<file path="src/rtl/stage_me_mem_pkg.sv">
// Shared CPU constants for the memory (ME) pipeline stage: FSM encoding and
// the default bus timeout.
package stage_me_mem_pkg;

  typedef enum logic [1:0] {
    ST_IDLE = 2'd0,
    ST_REQ  = 2'd1,
    ST_DONE = 2'd2
  } me_state_t;

  localparam int unsigned ME_TIMEOUT_DEFAULT = 255;

endpackage

</file>
<file path="src/rtl/stage_me_mem_timeout_cnt.sv">
// Counts REQ cycles that pass without a bus acknowledge. tc is high during the
// cycle whose closing edge would bring the count to TIMEOUT.
module me_timeout_cnt
  import stage_me_mem_pkg::*;
#(
  parameter int unsigned TIMEOUT = ME_TIMEOUT_DEFAULT
) (
  input  logic clock,
  input  logic reset_0,
  input  logic clear,
  input  logic enable,
  output logic tc
);

  localparam logic [7:0] TC_VAL = 8'(TIMEOUT - 1);

  logic [7:0] count;

  always_ff @(posedge clock or negedge reset_0) begin
    if (!reset_0) begin
      count <= 8'd0;
    end else if (clear) begin
      count <= 8'd0;
    end else if (enable) begin
      count <= count + 8'd1;
    end
  end

  assign tc = (count == TC_VAL);

endmodule

</file>
<file path="src/rtl/stage_me_mem.sv">
// ME pipeline stage: passes ALU results through and runs word loads/stores on
// a request/acknowledge data bus, stalling upstream while the bus is busy.
module stage_me_mem
  import stage_me_mem_pkg::*;
#(
  parameter int unsigned TIMEOUT = ME_TIMEOUT_DEFAULT
) (
  input  logic        clock,
  input  logic        reset_0,
  input  logic [31:0] ans_ex,
  input  logic [31:0] b_ex,
  input  logic [4:0]  rw_ex,
  input  logic        wreg_ex,
  input  logic        rmem_ex,
  input  logic        wmem_ex,
  output logic        dm_req,
  output logic        dm_we,
  output logic [31:0] dm_addr,
  output logic [31:0] dm_wdata,
  input  logic [31:0] dm_rdata,
  input  logic        dm_ack,
  output logic [31:0] ans_me,
  output logic [31:0] mo_me,
  output logic [4:0]  rw_me,
  output logic        wreg_me,
  output logic        rmem_me,
  output logic        stall_me,
  output logic        align_err,
  output logic        bus_err,
  output me_state_t   fsm_state
);

  // Bus handshake: dm_req and its address/data/strobe are registered and held
  // until the cycle dm_ack is seen high in REQ (or the timeout aborts); dm_ack
  // sampled in any other state has no effect.

  me_state_t   state_q, state_d;
  logic        mem_op, aligned, go, tc, ack_ok, abort;
  logic        aborted_q;
  logic [31:0] rdata_q;

  assign mem_op  = rmem_ex | wmem_ex;
  assign aligned = (ans_ex[1:0] == 2'b00);
  assign go      = (state_q == ST_IDLE) && mem_op && aligned;
  assign ack_ok  = (state_q == ST_REQ) && dm_ack;
  assign abort   = (state_q == ST_REQ) && !dm_ack && tc;

  me_timeout_cnt #(.TIMEOUT(TIMEOUT)) u_timeout (
    .clock   (clock),
    .reset_0 (reset_0),
    .clear   (go),
    .enable  ((state_q == ST_REQ) && !dm_ack),
    .tc      (tc)
  );

  always_ff @(posedge clock or negedge reset_0) begin
    if (!reset_0) begin
      state_q <= ST_IDLE;
    end else begin
      state_q <= state_d;
    end
  end

  always_comb begin
    state_d  = state_q;
    ans_me   = ans_ex;
    rw_me    = rw_ex;
    stall_me = 1'b0;
    wreg_me  = 1'b0;
    rmem_me  = 1'b0;
    mo_me    = 32'd0;
    case (state_q)
      ST_IDLE: begin
        if (!mem_op) begin
          wreg_me = wreg_ex;
        end else if (aligned) begin
          stall_me = 1'b1;
          state_d  = ST_REQ;
        end
      end
      ST_REQ: begin
        stall_me = 1'b1;
        if (dm_ack || tc) state_d = ST_DONE;
      end
      ST_DONE: begin
        mo_me   = rdata_q;
        state_d = ST_IDLE;
        if (!aborted_q) begin
          wreg_me = wreg_ex;
          rmem_me = rmem_ex;
        end
      end
      default: state_d = ST_IDLE;
    endcase
  end

  always_ff @(posedge clock or negedge reset_0) begin
    if (!reset_0) begin
      dm_req    <= 1'b0;
      dm_we     <= 1'b0;
      dm_addr   <= 32'd0;
      dm_wdata  <= 32'd0;
      rdata_q   <= 32'd0;
      aborted_q <= 1'b0;
      bus_err   <= 1'b0;
      align_err <= 1'b0;
    end else begin
      align_err <= (state_q == ST_IDLE) && mem_op && !aligned;
      if (go) begin
        dm_req    <= 1'b1;
        dm_we     <= wmem_ex;
        dm_addr   <= ans_ex;
        dm_wdata  <= b_ex;
        rdata_q   <= 32'd0;
        aborted_q <= 1'b0;
      end else if (ack_ok) begin
        dm_req <= 1'b0;
        dm_we  <= 1'b0;
        if (rmem_ex) rdata_q <= dm_rdata;
      end else if (abort) begin
        dm_req    <= 1'b0;
        dm_we     <= 1'b0;
        rdata_q   <= 32'd0;
        aborted_q <= 1'b1;
        bus_err   <= 1'b1;
      end
    end
  end

  assign fsm_state = state_q;

endmodule

</file>
<file path="config.mk">
export PLATFORM = sky130hd
export DESIGN_NAME = stage_me_mem
export DESIGN_NICKNAME = d
export VERILOG_FILES = /design/src/rtl/stage_me_mem_pkg.sv /design/src/rtl/stage_me_mem_timeout_cnt.sv /design/src/rtl/stage_me_mem.sv
export SDC_FILE = /design/constraint.sdc
export NUM_CORES = 1
export LEC_CHECK = 0
export CAP_MARGIN = 20
export CORE_ASPECT_RATIO = 0.8
export CORE_MARGIN = 3
export CORE_UTILIZATION = 34
export CTS_CLUSTER_SIZE = 30
export DETAILED_ROUTE_END_ITERATION = 7
export GPL_TIMING_DRIVEN = 0
export PLACE_DENSITY = 0.76
export SLEW_MARGIN = 15
export SYNTH_ARGS = -nofsm -noshare
export SYNTH_HDL_FRONTEND = slang
export SYNTH_SLANG_ARGS = --single-unit
</file>
<file path="constraint.sdc">
create_clock -name clock -period 2.8 [get_ports clock]
set_input_delay 0.56 -clock clock [delete_from_list [all_inputs] [get_ports clock]]
set_output_delay 0.56 -clock clock [all_outputs]
set_load 0.005 [all_outputs]
</file>
; Word-level counts from Yosys, hierarchy flattened
; Index checks and enable logic that the tools add are counted.
[totals]
regBits = 111
in_bits = 107
out_inout_bits = 142
elab_cells = 66
[op_classes]
addsub = 1
n_eq_ne = 8
mux = 26
bitwise_logic = 3
reduce_logical = 18
[ops]
columns = cell, n
row1 = two-way mux 32 bit, 5
row2 = two-way mux 8 bit, 2
row3 = two-way mux 1 bit, 13
row4 = adder 8 x 1 -> 8 bit (second input constant), 1
row5 = equality test 8 bit (second input constant), 1
row6 = logical AND 1 bit, 6
row7 = two-way mux 2 bit, 3
row8 = inequality test 2 bit (second input constant), 3
row9 = AND reduction 3 bit, 2
row10 = zero test 2 bit, 2
row11 = case mux 1 bit (2 select lines), 2
row12 = case mux 2 bit (2 select lines), 1
row13 = AND reduction 2 bit, 2
row14 = nonzero test 2 bit, 2
row15 = inequality test 3 bit (second input constant), 1
row16 = nonzero test 3 bit, 1
row17 = equality test 2 x 1 -> 1 bit (second input constant), 1
row18 = equality test 2 bit (second input constant), 1
row19 = zero test 1 bit, 2
row20 = inequality test 2 x 1 -> 1 bit (second input constant), 1
row21 = NOT 1 bit, 2
row22 = logical OR 1 bit, 1
row23 = bitwise OR 1 bit, 1

; Depth between registers and ports, before layout
[logic_depth]
word_depth = 6
mapped_depth = 6
mapped_depth_nobuf = 5

; By module
; From an unflattened synthesis, not the netlist that was laid out.
[hier_totals]
cells_unflattened = 490
area_unflattened_um2 = 5562.8
[modules_own_cells]
columns = module, n_inst, cells_per_inst, area_per_inst_um2, seq_area_each_um2
row1 = stage_me_mem, 1, 449, 5152.4, 2577.5
row2 = me_timeout_cnt, 1, 41, 410.4, 200.2

; Least setup slack after synthesis
; Ideal clock, no wire load.
[synth_timing]
path_kind = in2out
from = in rmem_ex
to = out rmem_me
t_arrival_ns = 1.524
path_slack_ns = 0.716
cell_stages = 3
path_buffers = 2
cell_sequence = clkbuf_1 clkbuf_1 and3_1
[synth_via]
elab_chain_cells = 2
[synth_lines]
columns = element, line_no
row1 = "start, declared", stage_me_mem.sv:14  ; input logic rmem_ex,
row2 = two-way mux 1 bit, stage_me_mem.sv:88  ; if (!aborted_q) begin
row3 = two-way mux 1 bit, stage_me_mem.sv:72  ; case (state_q)
row4 = "end, declared", stage_me_mem.sv:26  ; output logic rmem_me,
; Every way passes these cells.

; Worst setup path after layout
[layout_timing]
from = in wmem_ex
to = out stall_me
[layout_via]
elab_chain_cells = 3
[layout_lines]
columns = element, line_no
row1 = "start, declared", stage_me_mem.sv:15  ; input logic wmem_ex,
row2 = bitwise OR 1 bit, stage_me_mem.sv:42  ; assign mem_op = rmem_ex | wmem_ex;
row3 = two-way mux 1 bit, stage_me_mem.sv:74  ; if (!mem_op) begin
row4 = case mux 1 bit (2 select lines), stage_me_mem.sv:72
row5 = "end, declared", stage_me_mem.sv:27  ; output logic stall_me,
; Every way passes these cells.

==> metrics.md <==
| Metric | Value |
|---|---|
| Drt drc | 0 |
| Final #Nets | 798 |
| CTS hold repair buffers | 0 |
| Crit path max-delay family | buffers and inverters |
| Slowest stage cell on the critical path | clkdlybuf4s50_1 |
| FF+latch count, synth | 111 |
| Worst Path Arrival | 2.20 ns |
| Commonest cells post-synth | dfrtp_1, mux2_2, nand2_1, buf_4 |
| Worst slew pin tran | 0.751 ns |
| Yosys top cell by area | dfrtp_1 |
| Post-Route Skew | 0.0105 ns |
| Sequential area share after synthesis | 0.529 |
| ANT nets after route | 0 |
| Number of synthesized flops with an enable pin | 0 |
| Pleak | 3.49 nW |
| Power Density | 610 nW/um^2 |
| CTS H-tree depth | 3 |
| CP Capture Type | output port |
| Largest net degree at the start of global routing | 63 |
| Relative slew slack | 0.495 |
| Total Power | 5.05 mW |
| Vias in the first global route | 4,393 |
| Initial antenna violation count | 0 |
| Most used cell, CP | clkdlybuf4s50_1 |
| Critical Path Start Type | input port |
| Slew Viols, Final | 0 |
| Mapped Area | 5250 um^2 |
| CP Data Required Time | 2.24 ns |
| Post-route insts no fill | 899 |
| Initial Util | 0.357 |
| Library cells used by synthesis | 36 |
| Most frequent cell after synthesis | dfrtp_1 |
| Final setup violation count | 0 |
| Gr ovfl total | 0 |
| F_max | 362 MHz |
| Layout area overhead | 57.9% |
| First-pass GRT wire length | 23,500 um |
| Slowest stage delay, CP | 0.53 ns |
| VDD IR-drop max | 297 uV |
| Filler cell count | 1,192 |
| Pre-CTS setup slack | -0.206 ns |
| Final period utilization | 0.986 |
| Post-layout min period | 2.76 ns |
| Async S/R FF share, synth | 1.00 |
| Std-Cell Rows | 39 |
| Top post-synthesis cells by area | dfrtp_1, mux2_2, mux2i_1 |
| Max-Cap Viols | 0 |
| Routed wire length | 15,100 um |
| Top Ports | 249 |
| Cells along the critical path | clkdlybuf4s50_1 -> nor2_1 -> or3_4 -> nand2_1 -> clkdlybuf4s50_1 |
| Post-DP HPWL | 11,600 um |
| Cells after Synth | 434 |
| DR vias | 4,207 |
| Root buf cell | clkbuf_16 |
| Top_reg_cell synth | dfrtp_1 |
| Area of the multi-input gates | 2040 um^2 |
| Die width | 145 um |
| Num CTS Buffers | 9 |
| Syn Nets | 543 |
| Final hold viol count | 0 |
| Starting DRT DRC Count | 154 |
| Outcome | completed |
| Crit Path Category | in2out |
| RR Startpoint | fsm_state[0] |
| Clock edge transition at the registers on the reported setup and hold paths | 0.08 ns |
| WP buf/inv | 2 |
| I/O Buffers | 242 |
| Core Box Area | 14,700 um^2 |
| DR pass1 iterations | 4 |
| Sinks on the clock net | 111 |
| Layout cells sized above 1 | 0.205 |
| Core Util, Final | 0.565 |
| Avg WL per Cell | 16.8 um |
| Mean Syn Cell Area | 12.1 um^2 |
| Crit. Startpoint | wmem_ex |
| Die Y | 117 um |
| Die area | 17,000 um^2 |
| Post-synth top area share | 0.529 |
| Crit-path max FO | 5 |
| Number of diodes | 0 |
| Setup WS post-layout | 0.0396 ns |
| Hold Crit Class | in2async |
| CTS tree | done |
| FF+latch area | 2780 um^2 |
| Dpl cells | 882 |
| Longest Clk Path Bufs | 2 |
| Hold slack | 0.143 ns |
| RSZ-0062 raised after global routing | false |
| Ys Warns | 0 |
| Gpl congestion | 0.851 |
| Tot GR Track Use | 0.173 |
| Via/cell ratio | 4.68 |
| Latest clock arrival within the worst-skew pair | 0.35 ns |
-- cells in the final DEF (no fill, tap or decap), types with 2 or more instances in the layout --
cell,Yosys,layout
clkinv_4,0,2
buf_2,9,8
mux2i_1,34,34
nor3b_1,2,2
buf_6,4,5
ha_1,2,2
and2_1,34,34
dfrtp_1,111,111
o21ai_0,3,3
dlygate4sd2_1,0,2
nand3_1,3,3
inv_1,3,3
o32ai_1,32,32
a21oi_1,5,5
buf_4,37,39
or2_4,0,2
nand2b_1,2,2
clkbuf_2,0,4
nand2_1,40,40
clkbuf_1,17,13
o31ai_1,4,4
mux2_2,62,62
clkdlybuf4s50_1,0,239
inv_6,0,2
nor3_1,5,5
nor2_1,5,5
clkbuf_16,0,9
xnor2_1,2,2
-- flip-flops by register name (all words and copies together) (netlist names) --
register,cells
rdata_q,32
bus_err,1
dm_addr,32
dm_we,1
dm_req,1
fsm_state,2
u_timeout.count,8
align_err,1
dm_wdata,32
aborted_q,1
-- routing by layer --
metal / global-route usage / part of all wire / routed length, um / vias to the layer above
li1: - / - / - / 2017
met1: 0.224 / 0.44 / 6610 / 2002
met2: 0.296 / 0.49 / 7370 / 176
met3: 0.0497 / 0.066 / 1000 / 12
met4: 0.0354 / 0.0073 / 110 / 0
met5: 0 / 0 / 0 / -
-- metrics by stage --
stage	instance area (um^2)	setup TNS, ns
2_1_floorplan	5250	0
3_3_place_gp	7930	-329.84
3_5_place_dp	7960	-0.830
4_1_cts	8280	0
5_1_grt	8290	0
6_report	8290	0
-- timing repair --
action | 4_1_cts | 5_1_grt
buffers inserted | 0 | 1
endpoints found under the hold margin | 0 | 0
endpoints found under the setup margin | 32 | 11
resized for setup | 9 | 8
pin swaps | 1 | 1
-- area by class of cell --
class / count / share of cell area
clock buffer: 10 / 0.0276
sequential: 111 / 0.335
timing repair buffer: 244 / 0.296
tap: 205 / 0.0309
buffer: 67 / 0.0534
inverter: 3 / 0.00136
clock inverter: 6 / 0.00920
multi-input combinational: 253 / 0.246
-- worst reg2reg max path, stage by stage (launching register included) --
cell and delay (ns):
dfrtp_1 0.53, or3b_1 0.40, buf_6 0.15, nor4_4 0.70
buf_6 0.24, o32ai_1 0.10
-- power breakdown --
part	internal, mW	switching [mW]	total (mW)
clock	0.711	0.603	1.31
combinational	1.02	0.511	1.53
sequential	1.97	0.236	2.21
-- cell families (layout without fill, tap and decap cells) --
kind of cell,count (synthesis),count (layout),share of synthesized area
AND/OR/NAND/NOR,107,107,0.111
XOR/XNOR,2,2,0.00334
multiplexers,96,96,0.198
AO/OA/AOI/OAI,46,46,0.0698
buffers and inverters,70,330,0.0844
flip-flops,111,111,0.529
adder cells (fa/ha/maj),2,2,0.00477
-- final timing paths --
kind,to,slack [ns],cells after the start
worst max register to register,rdata_q[24],0.52,5
min in group clock,bus_err,0.48,1
worst max-delay path,stall_me,0.04,5
worst min-delay path,rdata_q[9],0.14,1
max in group asynchronous,dm_addr[14],1.98,2
worst min register to register,bus_err,0.48,1
(Power assumes the default switching activity.)
